$ cat config.mk
export PLATFORM = sky130hd
export DESIGN_NAME = capture_ctrl
export DESIGN_NICKNAME = d
export VERILOG_FILES = /design/src/rtl/capture_pkg.sv /design/src/rtl/capture_ctrl_smpl_decimator.sv /design/src/rtl/capture_ctrl.sv
export SDC_FILE = /design/constraint.sdc
export NUM_CORES = 1
export LEC_CHECK = 0
export CAP_MARGIN = 20
export CORE_ASPECT_RATIO = 0.7
export CORE_MARGIN = 2
export CORE_UTILIZATION = 35
export CTS_BUF_LIST = sky130_fd_sc_hd__clkbuf_4 sky130_fd_sc_hd__clkbuf_8 sky130_fd_sc_hd__clkbuf_16
export DETAILED_ROUTE_END_ITERATION = 12
export PLACE_DENSITY_LB_ADDON = 0.08
export SLEW_MARGIN = 20
export SYNTH_ARGS = -nofsm -noshare
export SYNTH_HDL_FRONTEND = slang
export SYNTH_SLANG_ARGS = --single-unit
$ cat constraint.sdc
create_clock -name clk -period 2.9 [get_ports clk]
set_input_delay 0.58 -clock clk [delete_from_list [all_inputs] [get_ports clk]]
set_output_delay 0.58 -clock clk [all_outputs]
set_load 0.02 [all_outputs]
$ cat src/rtl/capture_pkg.sv
// Shared types for the acquisition controller: FSM states, buffer depth and address type.
package capture_pkg;

  localparam int CAP_ADDR_W = 9;
  localparam int CAP_DEC_W  = 4;
  localparam int DEPTH      = 2**CAP_ADDR_W;

  typedef logic [CAP_ADDR_W-1:0] addr_t;

  typedef enum logic [1:0] {
    IDLE    = 2'd0,
    CAPTURE = 2'd1,
    DONE    = 2'd2
  } cap_state_t;

endpackage

$ cat src/rtl/capture_ctrl_smpl_decimator.sv
// Power-of-two sample pacing: strobe once every 2**decimator clocks while enabled.
module smpl_decimator #(
  parameter int DEC_W = 4
) (
  input  logic             clk,
  input  logic             rst_n,
  input  logic             en,
  input  logic [DEC_W-1:0] decimator,
  output logic             strobe
);

  localparam int CNT_W = 2**DEC_W - 1;

  logic [CNT_W-1:0] dec_cnt_q;
  logic [CNT_W-1:0] dec_cnt_d;
  logic [CNT_W-1:0] target_s;

  // Terminal count and next counter value; the shift wraps so decimator=CNT_W still yields all ones.
  always_comb begin
    target_s  = (CNT_W'(1) << decimator) - CNT_W'(1);
    strobe    = en && (dec_cnt_q == target_s);
    dec_cnt_d = dec_cnt_q;
    if (!en || strobe) begin
      dec_cnt_d = '0;
    end else begin
      dec_cnt_d = dec_cnt_q + CNT_W'(1);
    end
  end

  // Interval counter register.
  always_ff @(posedge clk or negedge rst_n) begin
    if (!rst_n) begin
      dec_cnt_q <= '0;
    end else begin
      dec_cnt_q <= dec_cnt_d;
    end
  end

endmodule

$ cat src/rtl/capture_ctrl.sv
// Acquisition controller: paces sample-RAM writes, tracks pre/post-trigger counts and
// freezes the circular buffer once the post-trigger quota is written.
module capture_ctrl
  import capture_pkg::*;
#(
  parameter int ADDR_W = CAP_ADDR_W,
  parameter int DEC_W  = CAP_DEC_W
) (
  input  logic              clk,
  input  logic              rst_n,
  input  logic              capture_en,
  input  logic [DEC_W-1:0]  decimator,
  input  logic [ADDR_W-1:0] trig_pos,
  input  logic              triggered,
  input  logic              capture_done_clr,
  output logic              armed,
  output logic              set_capture_done,
  output logic              capture_done,
  output logic              we,
  output logic [ADDR_W-1:0] waddr,
  output logic [ADDR_W-1:0] last_addr
);

  localparam int DEPTH_C = 2**ADDR_W;
  localparam int SMPL_W  = ADDR_W + 1;

  cap_state_t        state_q, state_d;
  logic [ADDR_W-1:0] wptr_q, wptr_d;
  logic [ADDR_W-1:0] waddr_q, waddr_d;
  logic [ADDR_W-1:0] last_addr_q, last_addr_d;
  logic [ADDR_W-1:0] post_cnt_q, post_cnt_d;
  logic [SMPL_W-1:0] smpl_cnt_q, smpl_cnt_d;
  logic              we_q, we_d;
  logic              set_done_q, set_done_d;
  logic              done_q, done_d;
  logic              armed_q, armed_d;
  logic              dec_en_s;
  logic              strobe_s;
  logic [SMPL_W-1:0] smpl_sum_s;
  logic              arm_hit_s;

  assign dec_en_s = (state_q == CAPTURE);

  smpl_decimator #(.DEC_W(DEC_W)) u_dec (
    .clk       (clk),
    .rst_n     (rst_n),
    .en        (dec_en_s),
    .decimator (decimator),
    .strobe    (strobe_s)
  );

  // Next-state logic; wptr is the next slot to fill, waddr_q mirrors the slot written with we_q.
  always_comb begin
    smpl_sum_s  = smpl_cnt_q + SMPL_W'(trig_pos);
    arm_hit_s   = (smpl_sum_s >= SMPL_W'(DEPTH_C));
    state_d     = state_q;
    wptr_d      = wptr_q;
    waddr_d     = waddr_q;
    last_addr_d = last_addr_q;
    post_cnt_d  = post_cnt_q;
    smpl_cnt_d  = smpl_cnt_q;
    we_d        = 1'b0;
    set_done_d  = 1'b0;
    done_d      = done_q;
    armed_d     = armed_q;
    case (state_q)
      IDLE: begin
        armed_d = 1'b0;
        done_d  = 1'b0;
        if (capture_en) begin
          state_d    = CAPTURE;
          wptr_d     = '0;
          waddr_d    = '0;
          smpl_cnt_d = '0;
          post_cnt_d = '0;
        end else begin
          state_d = IDLE;
        end
      end
      CAPTURE: begin
        armed_d = armed_q | arm_hit_s;
        if (!capture_en) begin
          state_d = IDLE;
          armed_d = 1'b0;
        end else if (strobe_s) begin
          if (triggered && (post_cnt_q == trig_pos)) begin
            state_d     = DONE;
            set_done_d  = 1'b1;
            done_d      = 1'b1;
            last_addr_d = wptr_q - ADDR_W'(1);
            armed_d     = 1'b0;
          end else begin
            we_d    = 1'b1;
            waddr_d = wptr_q;
            wptr_d  = wptr_q + ADDR_W'(1);
            if (smpl_cnt_q != SMPL_W'(DEPTH_C)) begin
              smpl_cnt_d = smpl_cnt_q + SMPL_W'(1);
            end else begin
              smpl_cnt_d = smpl_cnt_q;
            end
            if (triggered) begin
              post_cnt_d = post_cnt_q + ADDR_W'(1);
            end else begin
              post_cnt_d = post_cnt_q;
            end
          end
        end else begin
          we_d = 1'b0;
        end
      end
      DONE: begin
        armed_d = 1'b0;
        if (capture_done_clr) begin
          state_d = IDLE;
          done_d  = 1'b0;
        end else begin
          state_d = DONE;
        end
      end
      default: begin
        state_d = IDLE;
        armed_d = 1'b0;
        done_d  = 1'b0;
      end
    endcase
  end

  // State, counters and registered outputs.
  always_ff @(posedge clk or negedge rst_n) begin
    if (!rst_n) begin
      state_q     <= IDLE;
      wptr_q      <= '0;
      waddr_q     <= '0;
      last_addr_q <= '0;
      post_cnt_q  <= '0;
      smpl_cnt_q  <= '0;
      we_q        <= 1'b0;
      set_done_q  <= 1'b0;
      done_q      <= 1'b0;
      armed_q     <= 1'b0;
    end else begin
      state_q     <= state_d;
      wptr_q      <= wptr_d;
      waddr_q     <= waddr_d;
      last_addr_q <= last_addr_d;
      post_cnt_q  <= post_cnt_d;
      smpl_cnt_q  <= smpl_cnt_d;
      we_q        <= we_d;
      set_done_q  <= set_done_d;
      done_q      <= done_d;
      armed_q     <= armed_d;
    end
  end

  assign armed            = armed_q;
  assign set_capture_done = set_done_q;
  assign capture_done     = done_q;
  assign we               = we_q;
  assign waddr            = waddr_q;
  assign last_addr        = last_addr_q;

endmodule

==> impl_metrics.csv, run 1 <==
group,metric,value,unit
floorplan,die_width,135.2,um
critical_path,crit_buf_inv,3,
route,ant_nets,0,
route,via_per_inst,5.433,
floorplan,rows,33,
min_path,hold_class,"primary input to async pin",
layout,fillers,1106,
yosys,yosys_warnings,0,
route,routedWlPerCell,17.54,um
route,dr.pass1.iters,5,
critical_path,crit_path_end_kind,"flop",
clock_network,clk_pin_slew,0.06,ns
clock_network,htree_num_levels,3,
yosys,synth_edf_count,0,
timing,post-route-period-util,1.051,
yosys,syn_avg_cell_area,9.412,um^2
layout,area_growth_syn_to_layout,37.57,%
route,drc_errors,0,
placed_design,dp_hpwl,8394,um
critical_path,path_class,"primary input to flop",
global_route,first_global_vias,3644,
timing,fin_tns_setup,-1.737,ns
global_route,grtUsageTotal,0.1934,
power_and_ir_drop,pwr_density_cell,447.9,nW/um^2
critical_path,crit_path_max_fanout,6,
placed_design,place_inst,658,
floorplan,dieHeight,95.83,um
critical_path,cp_slowest_cell,"or4_4",
yosys,async_flop_share,1.000,
global_route,grt_max_degree,29,
floorplan,dieArea,12960,um^2
critical_path,cp.required,3.11,ns
timing,slew_viol_final,0,
critical_path,worst_ep_arrival_time,3.26,ns
clock_network,cts-root-buf,"clkbuf_16",
floorplan,pin_count,40,
layout,layout.cells.non_filler,691,
timing,slew_headroom,0.6581,
timing,min_period,3.049,ns
clock_network,cts_made_buffers,9,
yosys,syn_nets,482,
layout,postLayoutCellArea,5801,um^2
layout,antennaDiodeCount,0,
critical_path,cpMostUsedCell,"buf_6",
route,vias,3754,
timing,worst_pin_slew,0.5000,ns
route,drtIter0Drc,204,
yosys,netlist_instances,448,
global_route,antenna_found_initial,0,
timing,fin_ws,-0.1489,ns
run_status,status,"finished with violations",
critical_path,cp_cell_sequence,"buf_6, or4_4, ha_4, xor2_2, nand2_1, a2111o_1, nor3_4, buf_6, and2_4, nand4_1, buf_6, mux2_4",
placed_design,post-place-ws,-0.7836,ns
floorplan,coreArea,11730,um^2
route,wl,12120,um
clock_network,cts.path.max_buffers,2,
clock_network,cts_tree,"yes",
timing,finalSetupViolations,25,
critical_path,critPathTopFamily,"simple AND/OR/NAND/NOR gates",
yosys,ys_ff_latch,67,
yosys,ys_seq_area_frac,0.3976,
global_route,grt_pass1_wl,19360,um
job,drv_cap,0,
floorplan,start_util,0.3596,
placed_design,dpl-instance-area,5084,um^2
timing,fmax,328.0,MHz
layout,nNetsFinal,563,
yosys,netlist_area,4217,um^2
layout,drive_gt1_frac,0.2360,
critical_path,startpoint_type,"primary input",
timing,grt_setup_unrepaired,"yes",
timing,hold_viol,0,
clock_network,cts.sink_count,67,
placed_design,port_buffers,39,
yosys,synthFlopType,"dfrtp_1",
clock_network,cts_hold_buf,0,
yosys,yosys.cell_types.count,57,
power_and_ir_drop,ir_drop,0.3313,mV
run_status,violations,"negative setup slack",
placed_design,place_congestion,0.8704,
power_and_ir_drop,p_leak,2.571,nW
global_route,gr-total-overflow,0,
critical_path,cpPeakStageDelay,0.54,ns
clock_network,clock_latency,0.33,ns
timing,finClkSkew,0.004499,ns
## worst reg2reg max path, cell delays in order, from the launching register on
cell and delay, ns:
dfrtp_1 0.41, nor4b_2 0.35, and3_1 0.20, a211oi_1 0.07
a21oi_1 0.42, nand4_1 0.22, buf_6 0.20, buf_6 0.12
or4_1 0.39, o21ai_1 0.09
## metrics by stage
step	utilization	hold WS (ns)	power, mW
finish	0.4947	0.2060	2.598
global route	0.4947	0.2428	2.706
CTS	0.4720	0.2214	2.621
detailed placement	0.4335	0.4810	1.349
global placement	0.4335	0.4870	1.345
floorplan	-	0.2844	1.191
## report_power, final
part           internal, mW  switching (mW)  leakage [nW]
Combinational         0.163           0.198          1.49
Sequential            0.956          0.0405         0.925
Clock                 0.803           0.438         0.158
Total                  1.92           0.676          2.57
## layer usage
layer,global-route usage,up-vias,routed length (um)
met4,0.04427,0,61
met1,0.2877,1851,6296
met5,0,-,0
li1,-,1814,-
met3,0.05108,6,780
met2,0.2792,83,4982
## cell families after synthesis
family                   share of synthesized area
AND/OR/NAND/NOR                             0.2347
AO/OA/AOI/OAI                               0.1540
flip-flops                                  0.3976
buffers and inverters                      0.04303
XOR/XNOR                                   0.07241
multiplexers                               0.05074
adder cells (fa/ha/maj)                    0.04748
## path summary, 6_finish.rpt
check,startpoint,endpoint,slack (ns),cells after the start
max,decimator[0],last_addr[3],-0.15,12
min,rst_n,u_dec.dec_cnt_q[8],0.21,1
max reg2reg,u_dec.dec_cnt_q[6],post_cnt_q[4],0.36,9
min reg2reg,waddr[4],waddr[4],0.50,1
max in group asynchronous,rst_n,last_addr[8],1.94,2
min in group clk,waddr[4],waddr[4],0.50,1
## flip-flops by register name (all words and copies together), names as in the netlist
| signal | flops |
|---|---|
| smpl_cnt_q | 10 |
| last_addr | 9 |
| state_q | 2 |
| we | 1 |
| u_dec.dec_cnt_q | 15 |
| waddr | 9 |
| armed | 1 |
| capture_done | 1 |
| post_cnt_q | 9 |
| set_capture_done | 1 |
| wptr_q | 9 |
## cell usage in the layout, fill, tap and decap left out, drive strengths merged, types with 12 or more instances in the layout
cell type / instances
dfrtp: 67
buf: 63
nand2: 37
clkdlybuf4s50: 34
nor2: 33
xnor2: 25
nand4: 18
nand2b: 16
nand3: 16
ha: 16
o21ai: 16
nor3: 15
and3: 13
inv: 13
a22o: 12
clkbuf: 12
## what timing repair did
item,4_1_cts,5_1_grt
endpoints found under the setup margin,67,62
resized for setup,34,42
cloned,1,3
pin swaps,10,18
setup buffers,8,7
## layout make-up
| type | instances | area (um^2) | area share |
|---|---|---|---|
| Inverter | 12 | 45.04 | 0.007765 |
| Tap cell | 157 | 196.4 | 0.03387 |
| Sequential cell | 67 | 1677 | 0.2890 |
| Clock inverter | 5 | 83.83 | 0.01445 |
| Timing Repair Buffer | 98 | 943.4 | 0.1626 |
| Clock buffer | 11 | 252.7 | 0.04357 |
| Multi-Input combinational cell | 341 | 2603 | 0.4487 |
## cells in the mapped netlist (all sizes together) (11+ instances only)
cell,count,share of area
a21oi,11,0.013
a22o,12,0.025
and3,13,0.019
buf,15,0.021
clkbuf,13,0.012
dfrtp,67,0.40
ha,16,0.047
inv,12,0.011
mux2,11,0.029
nand2,37,0.033
nand2b,16,0.024
nand3,16,0.019
nand4,18,0.027
nor2,33,0.029
nor3,15,0.020
o21ai,16,0.019
xnor2,25,0.054
Power figures use the tool's default switching activity.
==> run 2: changes to the inputs <==
--- a/config.mk
+++ b/config.mk
@@ -8,10 +8,10 @@
 export CAP_MARGIN = 20
 export CORE_ASPECT_RATIO = 0.7
 export CORE_MARGIN = 2
-export CORE_UTILIZATION = 35
+export CORE_UTILIZATION = 45
 export CTS_BUF_LIST = sky130_fd_sc_hd__clkbuf_4 sky130_fd_sc_hd__clkbuf_8 sky130_fd_sc_hd__clkbuf_16
 export DETAILED_ROUTE_END_ITERATION = 12
-export PLACE_DENSITY_LB_ADDON = 0.08
+export PLACE_DENSITY_LB_ADDON = 0.1
 export SLEW_MARGIN = 20
 export SYNTH_ARGS = -nofsm -noshare
 export SYNTH_HDL_FRONTEND = slang
==> run 2 against run 1 <==
Effect of this change: the flow now finishes without violations; largest cell class unchanged; sequential power about the same; clock power hardly changed; largest power group unchanged; via count is 2.5% lower; worst hold slack got worse by 0.14 ns; fmax is 5.7% higher; clock-buffer cell count up 1; cell count fell by 7.2%; setup slack better by 0.16 ns; global-route usage increased by 3.5 points.
==> impl_metrics.csv, run 2 (synthesized netlist as in run 1, its figures left out) <==
group,metric,value,unit
floorplan,pin_count,40,
placed_design,port_buffers,39,
clock_network,cts.sink_count,67,
clock_network,cts_tree,"yes",
layout,area_growth_syn_to_layout,31.78,%
timing,slew_headroom,0.6499,
route,wl,11020,um
critical_path,timing.rr.end,"post_cnt_q[7]",
critical_path,cp.required,3.10,ns
layout,layout_common_cells,"dfrtp_1, nand2_1, clkdlybuf4s50_1",
route,drc_errors,0,
critical_path,path_class,"primary input to flop",
layout,antennaDiodeCount,0,
floorplan,coreArea,9071,um^2
layout,layout.cells.non_filler,641,
placed_design,dp_hpwl,7791,um
layout,final_common_cell,"dfrtp_1",
floorplan,dieArea,10170,um^2
route,ant_nets,0,
timing,fmax,346.5,MHz
clock_network,clock_latency,0.33,ns
route,drtIter0Drc,271,
power_and_ir_drop,power.total,2.555,mW
placed_design,place_congestion,0.9160,
route,dr.pass1.iters,4,
global_route,grt_pass1_wl,18290,um
global_route,first_global_vias,3533,
placed_design,post-place-ws,-0.7503,ns
floorplan,dieHeight,84.99,um
clock_network,clk_pin_slew,0.05,ns
critical_path,crit_end,"post_cnt_q[7]",
min_path,hold_class,"primary input to async pin",
timing,slew_viol_final,0,
floorplan,die_width,119.7,um
route,routedWlPerCell,17.19,um
critical_path,reg2reg_depth,9,
global_route,gr-total-overflow,0,
critical_path,cp_cell_sequence,"buf_6, or4_4, ha_4, xor2_2, nand2_1, a2111o_1, nor3_4, nand4_1, buf_6, buf_6, o311ai_4, o41ai_2",
timing,hold_viol,0,
route,via_per_inst,5.713,
run_status,status,"completed",
timing,grt_setup_unrepaired,"yes",
critical_path,crit_path_end_kind,"flop",
layout,largest_register,"u_dec.dec_cnt_q",
power_and_ir_drop,ir_drop,0.3114,mV
route,vias,3662,
layout,reg.largest.list,"u_dec.dec_cnt_q (15), smpl_cnt_q (10)",
global_route,grt_max_degree,35,
placed_design,place_inst,620,
layout,largest_reg_flops,15,
floorplan,rows,29,
critical_path,reg2reg_slack,0.55,ns
layout,nNetsFinal,546,
job,drv_cap,0,
critical_path,worstSetupStartpoint,"decimator[3]",
timing,finalSetupViolations,0,
power_and_ir_drop,p_leak,2.482,nW
critical_path,crit_path_max_fanout,6,
timing,fin_tns_setup,0,ns
critical_path,cpMostUsedCell,"buf_6",
clock_network,cts-root-buf,"clkbuf_16",
critical_path,cpPeakStageDelay,0.55,ns
critical_path,r2r-start,"u_dec.dec_cnt_q[6]",
clock_network,cts.path.max_buffers,2,
power_and_ir_drop,pwr_density_cell,459.9,nW/um^2
timing,post-route-period-util,0.9951,
floorplan,start_util,0.4648,
critical_path,worst_ep_arrival_time,3.09,ns
timing,fin_ws,0.01418,ns
critical_path,cp_slowest_cell,"or4_4",
global_route,grtUsageTotal,0.2287,
clock_network,cts_made_buffers,9,
timing,worst_pin_slew,0.5119,ns
timing,finClkSkew,0.007973,ns
global_route,antenna_found_initial,0,
critical_path,startpoint_type,"primary input",
clock_network,htree_num_levels,3,
timing,min_period,2.886,ns
layout,drive_gt1_frac,0.1992,
[run 2: worst min-delay path by stage]
stage / start / endpoint / slack [ns] / cells past startpoint
after CTS: rst_n / u_dec.dec_cnt_q[14] / 0.06 / 1
after floorplan: rst_n / armed / 0.28 / 0
after global routing: rst_n / u_dec.dec_cnt_q[14] / 0.06 / 1
after global placement: rst_n / u_dec.dec_cnt_q[14] / 0.41 / 1
after detailed placement: rst_n / u_dec.dec_cnt_q[14] / 0.41 / 1
final: rst_n / u_dec.dec_cnt_q[14] / 0.06 / 1
[run 2: stage by stage]
step / hold slack [ns] / cell area [um^2] / util
finish: 0.06131 / 5557 / 0.6126
global route: 0.05637 / 5557 / 0.6126
CTS: 0.05764 / 5455 / 0.6014
detailed placement: 0.4080 / 5017 / 0.5531
global placement: 0.4050 / 5017 / 0.5531
floorplan: 0.2844 / 4330 / -
[run 2: worst max-delay path: cells and delay by family]
kind                     cells  cell delay [ns]
adder cells (fa/ha/maj)      1             0.29
AO/OA/AOI/OAI                3             0.66
buffers and inverters        3             0.41
XOR/XNOR                     1             0.14
AND/OR/NAND/NOR              4             1.01
[run 2: what timing repair did]
action | 4_1_cts | 5_1_grt
pin swaps | 9 | 10
gates cloned | 1 | 1
hold buffers | 0 | 0
resized for setup | 31 | 18
buffers inserted | 3 | 2
endpoints found under the setup margin | 65 | 60
[run 2: per-layer routing]
metal,track usage,share of wire
met5,0,0
met4,0.05668,0.0064
met3,0.06519,0.076
met2,0.3158,0.42
met1,0.3502,0.50
[run 2: area by class of cell]
cell class / count / area (um^2)
Inverter: 12 / 45.04
Sequential cell: 67 / 1677
Fill cell: 778 / 3515
Clock inverter: 4 / 72.57
Clock buffer: 12 / 260.3
Timing Repair Buffer: 81 / 775.7
Multi-Input combinational cell: 341 / 2571
Tap cell: 124 / 155.1
[run 2: where the power goes]
part	switching, mW	internal [mW]	leakage, nW
logic	0.192	0.159	1.40
clock network	0.400	0.807	0.162
registers	0.0403	0.957	0.925
==> run 3: changes to the inputs <==
--- a/config.mk
+++ b/config.mk
@@ -6,6 +6,8 @@
 export NUM_CORES = 1
 export LEC_CHECK = 0
 export CAP_MARGIN = 20
+export CELL_PAD_IN_SITES_DETAIL_PLACEMENT = 1
+export CELL_PAD_IN_SITES_GLOBAL_PLACEMENT = 1
 export CORE_ASPECT_RATIO = 0.7
 export CORE_MARGIN = 2
 export CORE_UTILIZATION = 45
==> run 3 against run 2 <==
Effect of this change: clock-buffer cell count shrank 1; sequential share of layout area fell by 1.0 points; largest cell class unchanged; non-clock buffer count increased by 22; the run now ends with negative setup slack left; clock power about the same; setup slack lost 0.23 ns; register-to-register slack got worse by 0.22 ns.
==> impl_metrics.csv, run 3 (synthesized netlist as in run 1, its figures left out) <==
group,metric,value,unit
run_status,status,"finished with violations",
run_status,violations,"negative setup slack",
min_path,hold_class,"primary input to async pin",
route,dr.pass1.iters,4,
layout,postLayoutCellArea,5752,um^2
route,drc_errors,0,
global_route,antenna_found_initial,0,
layout,largest_reg_flops,15,
global_route,grt_pass1_wl,22930,um
clock_network,htree_num_levels,3,
power_and_ir_drop,ir_drop,0.2891,mV
timing,post-route-period-util,1.076,
timing,worst_pin_slew,0.5388,ns
layout,layout_common_cells,"dfrtp_1, buf_4, nand2_1, clkdlybuf4s50_1, nor2_1",
placed_design,dpl-instance-area,5062,um^2
power_and_ir_drop,power_frac_comb,0.145,
timing,fmax,320.5,MHz
layout,antennaDiodeCount,0,
timing,hold_viol,0,
clock_network,cts_made_buffers,9,
power_and_ir_drop,intPower,1.927,mW
power_and_ir_drop,swShare,0.2615,
route,via_per_inst,6.057,
route,routedWlPerCell,21.78,um
timing,min_period,3.120,ns
global_route,grtUsageTotal,0.2891,
layout,area_growth_syn_to_layout,36.41,%
critical_path,worst_ep_arrival_time,3.34,ns
route,ant_nets,0,
placed_design,dp_hpwl,9416,um
floorplan,coreArea,9071,um^2
clock_network,cts-root-buf,"clkbuf_16",
layout,final_common_cell,"dfrtp_1",
floorplan,start_util,0.4648,
timing,fin_tns_setup,-6.793,ns
floorplan,rows,29,
clock_network,clk_pin_slew,0.06,ns
route,vias,4016,
clock_network,cts.sink_count,67,
global_route,first_global_vias,4295,
clock_network,cts_tree,"yes",
timing,grt_setup_unrepaired,"yes",
route,wl,14440,um
critical_path,startpoint_type,"primary input",
floorplan,pin_count,40,
route,drtIter0Drc,222,
floorplan,dieHeight,84.99,um
layout,largest_register,"u_dec.dec_cnt_q",
critical_path,crit_path_end_kind,"flop",
critical_path,cp.required,3.12,ns
placed_design,port_buffers,39,
timing,finClkSkew,0.004913,ns
clock_network,cts.path.max_buffers,2,
global_route,gr-total-overflow,0,
placed_design,place_congestion,0.8760,
clock_network,clock_latency,0.34,ns
power_and_ir_drop,p_leak,2.590,nW
layout,nNetsFinal,568,
power_and_ir_drop,pwr_density_cell,453.7,nW/um^2
global_route,grt_max_degree,46,
power_and_ir_drop,power_frac_seq,0.383,
layout,reg.largest.list,"u_dec.dec_cnt_q (15), smpl_cnt_q (10)",
floorplan,dieArea,10170,um^2
power_and_ir_drop,pwr-share-clk,0.472,
floorplan,die_width,119.7,um
job,drv_cap,0,
critical_path,path_class,"primary input to flop",
power_and_ir_drop,p_sw,0.6823,mW
timing,fin_ws,-0.2205,ns
timing,hold_ws,0.2180,ns
timing,slew_viol_final,0,
timing,finalSetupViolations,63,
critical_path,crit_path_max_fanout,12,
timing,slew_headroom,0.6315,
layout,drive_gt1_frac,0.2449,
==> run 3: worst paths after layout <==
kind,start,end,slack (ns),cells after the start
max in group asynchronous,rst_n,u_dec.dec_cnt_q[6],2.05,2
max,decimator[2],smpl_cnt_q[0],-0.22,13
max reg2reg,u_dec.dec_cnt_q[6],post_cnt_q[0],0.33,10
min reg2reg,waddr[8],waddr[8],0.50,1
min,rst_n,capture_done,0.22,1
min in group clk,waddr[8],waddr[8],0.50,1
==> run 3: metrics by stage <==
step | utilization | power, mW | std cells | setup WS [ns]
after global placement | 0.5581 | 1.332 | 626 | -0.7146
after global routing | 0.6341 | 2.688 | 663 | -0.3129
final | 0.6341 | 2.610 | 663 | -0.2205
after CTS | 0.6203 | 2.594 | 658 | -0.1617
after floorplan | - | 1.191 | 448 | -0.1189
after detailed placement | 0.5581 | 1.349 | 626 | -0.8436
==> run 3: power groups by stage <==
stage	Combinational, mW	Clock [mW]	Sequential [mW]
finish	0.379	1.23	1.00
global route	0.411	1.28	1.00
CTS	0.358	1.24	0.997
detailed placement	0.337	0	1.01
global placement	0.321	0	1.01
floorplan	0.193	0	0.998
==> run 3: what timing repair did <==
action                                 CTS  global route
cloned                                   1             1
setup endpoints to repair               67            67
endpoints found under the hold margin    0             0
buffers inserted                        15             5
pin swaps                               15            13
gates resized for setup                 40            21
hold buffers                             0             0
==> run 3: worst max-delay path: stages <==
cell and delay, ns:
buf_6 0.09, or4_4 0.55, ha_4 0.22, and2_1 0.17, o2111a_1 0.27, a211oi_2 0.25, a221oi_2 0.06, buf_4 0.16
buf_4 0.14, and4_4 0.21, buf_12 0.15, o21ai_2 0.13, mux2_2 0.35
==> run 3: layout make-up <==
type | count | area [um^2]
clock buffers | 11 | 252.7
clock inverters | 5 | 83.83
fillers | 1018 | 3319
inverters | 12 | 45.04
multi-input cells | 341 | 2572
flip-flops and latches | 67 | 1677
well taps | 124 | 155.1
repair buffers | 103 | 965.9
==> run 3: layer usage <==
metal | global-route usage | wire (um) | up-vias
met3 | 0.05981 | 872 | 30
met2 | 0.4805 | 6957 | 115
met1 | 0.3859 | 6346 | 2053
met5 | 0 | 0 | -
met4 | 0.08235 | 263 | 0
li1 | - | - | 1818
==> variant: new RTL, config.mk and constraints of run 1 <==
Re-encode `cap_state_t` (3 states) as one-hot, 3 bits wide.
--- a/src/rtl/capture_pkg.sv
+++ b/src/rtl/capture_pkg.sv
@@ -7,10 +7,10 @@
 
   typedef logic [CAP_ADDR_W-1:0] addr_t;
 
-  typedef enum logic [1:0] {
-    IDLE    = 2'd0,
-    CAPTURE = 2'd1,
-    DONE    = 2'd2
+  typedef enum logic [2:0] {
+    IDLE    = 3'b001,
+    CAPTURE = 3'b010,
+    DONE    = 3'b100
   } cap_state_t;
 
 endpackage
Function: no difference found for any inputs over 4 cycles, from zero or initial values and one cycle with rst_n low; so few cycles prove little.
==> variant against run 1 <==
- the flow still finishes with violations (negative setup slack)
- routed wire length grew 5.8%
- sequential cell count increased by 1
- total power fell by 7.8%
- synthesized area up 4.6%
- worst setup slack worse by 0.035 ns
- final area increased by 7.1%
- cell count grew 7.1%
- count of clock-buffer cells in the layout shrank 1
- largest power group unchanged
==> variant: results <==
export IMPL_status="complete, but fails checks"
export IMPL_violations="negative setup slack"
export IMPL_dpl_hpwl_um=8677
export IMPL_p_int_mw=1.729
export IMPL_r2r_setup_slack_ns=0.28
export IMPL_drive_gt1_frac=0.2855
export IMPL_clkCellAreaFrac=0.04292
export IMPL_preCtsSetupSlack_ns=-1.063
export IMPL_synth_seq_cells=68
export IMPL_synthCells=483
export IMPL_first_pass_iters=4
export IMPL_place_area_um2=5388
export IMPL_r2r_start="post_cnt_q[2]"
export IMPL_vias_per_cell=5.386
export IMPL_fin_ws_ns=-0.1838
export IMPL_drt_iter0_markers=223
export IMPL_grt_usage=0.1912
export IMPL_finalSetupViolCount=45
export IMPL_inverters=14
export IMPL_hold_slack_ns=0.2618
export IMPL_r2r_end="smpl_cnt_q[0]"
export IMPL_critPathArrivalTime_ns=3.35
export IMPL_buffers=108
export IMPL_synth_commonest_cells="67 x dfrtp_1, 49 x nand2_1, 29 x nor2_1"
export IMPL_dp_cells=706
export IMPL_clkbuf_count=10
export IMPL_nFillCells=1159
export IMPL_nMultiInputCombCells=374
export IMPL_ctsResizeCount=49
export IMPL_ys_seq_area_frac=0.3862
export IMPL_grt_max_degree=31
export IMPL_combPwrFrac=0.167
export IMPL_p_total_mw=2.394
export IMPL_vias=3986
export IMPL_powerClk_mw=1.00
export IMPL_multiInputGateArea_um2=2943
export IMPL_grt_pass1_vias=3856
export IMPL_cp_endpoint="post_cnt_q[2]"
export IMPL_skew_ns=0.007240
export IMPL_grt_pass1_wl_um=20760
export IMPL_cp_max_fo=5
export IMPL_synth_cell_types=68
export IMPL_synthesis_area_um2=4409
[variant: cell types whose count changed after synthesis, moves of 6 or more]
cell,run 1,this run
buf_2,10,4
a21oi_1,11,19
o21ai_0,13,22
a22o_1,12,0
o211ai_1,9,2
nand2_1,37,49
[variant: kinds of logic after synthesis]
family | after synthesis | share of synthesized area
buffers and inverters | 42 | 0.04313
muxes | 22 | 0.05250
adders and majority gates | 16 | 0.04540
xor gates and xnor gates | 32 | 0.06356
AOI/OAI and AO/OA | 92 | 0.1385
and+or+nand+nor | 211 | 0.2707
DFF | 68 | 0.3862
[variant: metal layers]
| metal | vias up | track usage | share of wire |
|---|---|---|---|
| li1 | 1928 | - | - |
| met1 | 1932 | 0.2869 | 0.51 |
| met2 | 115 | 0.2768 | 0.42 |
| met3 | 11 | 0.04610 | 0.058 |
| met4 | 0 | 0.04631 | 0.012 |
| met5 | - | 0 | 0 |
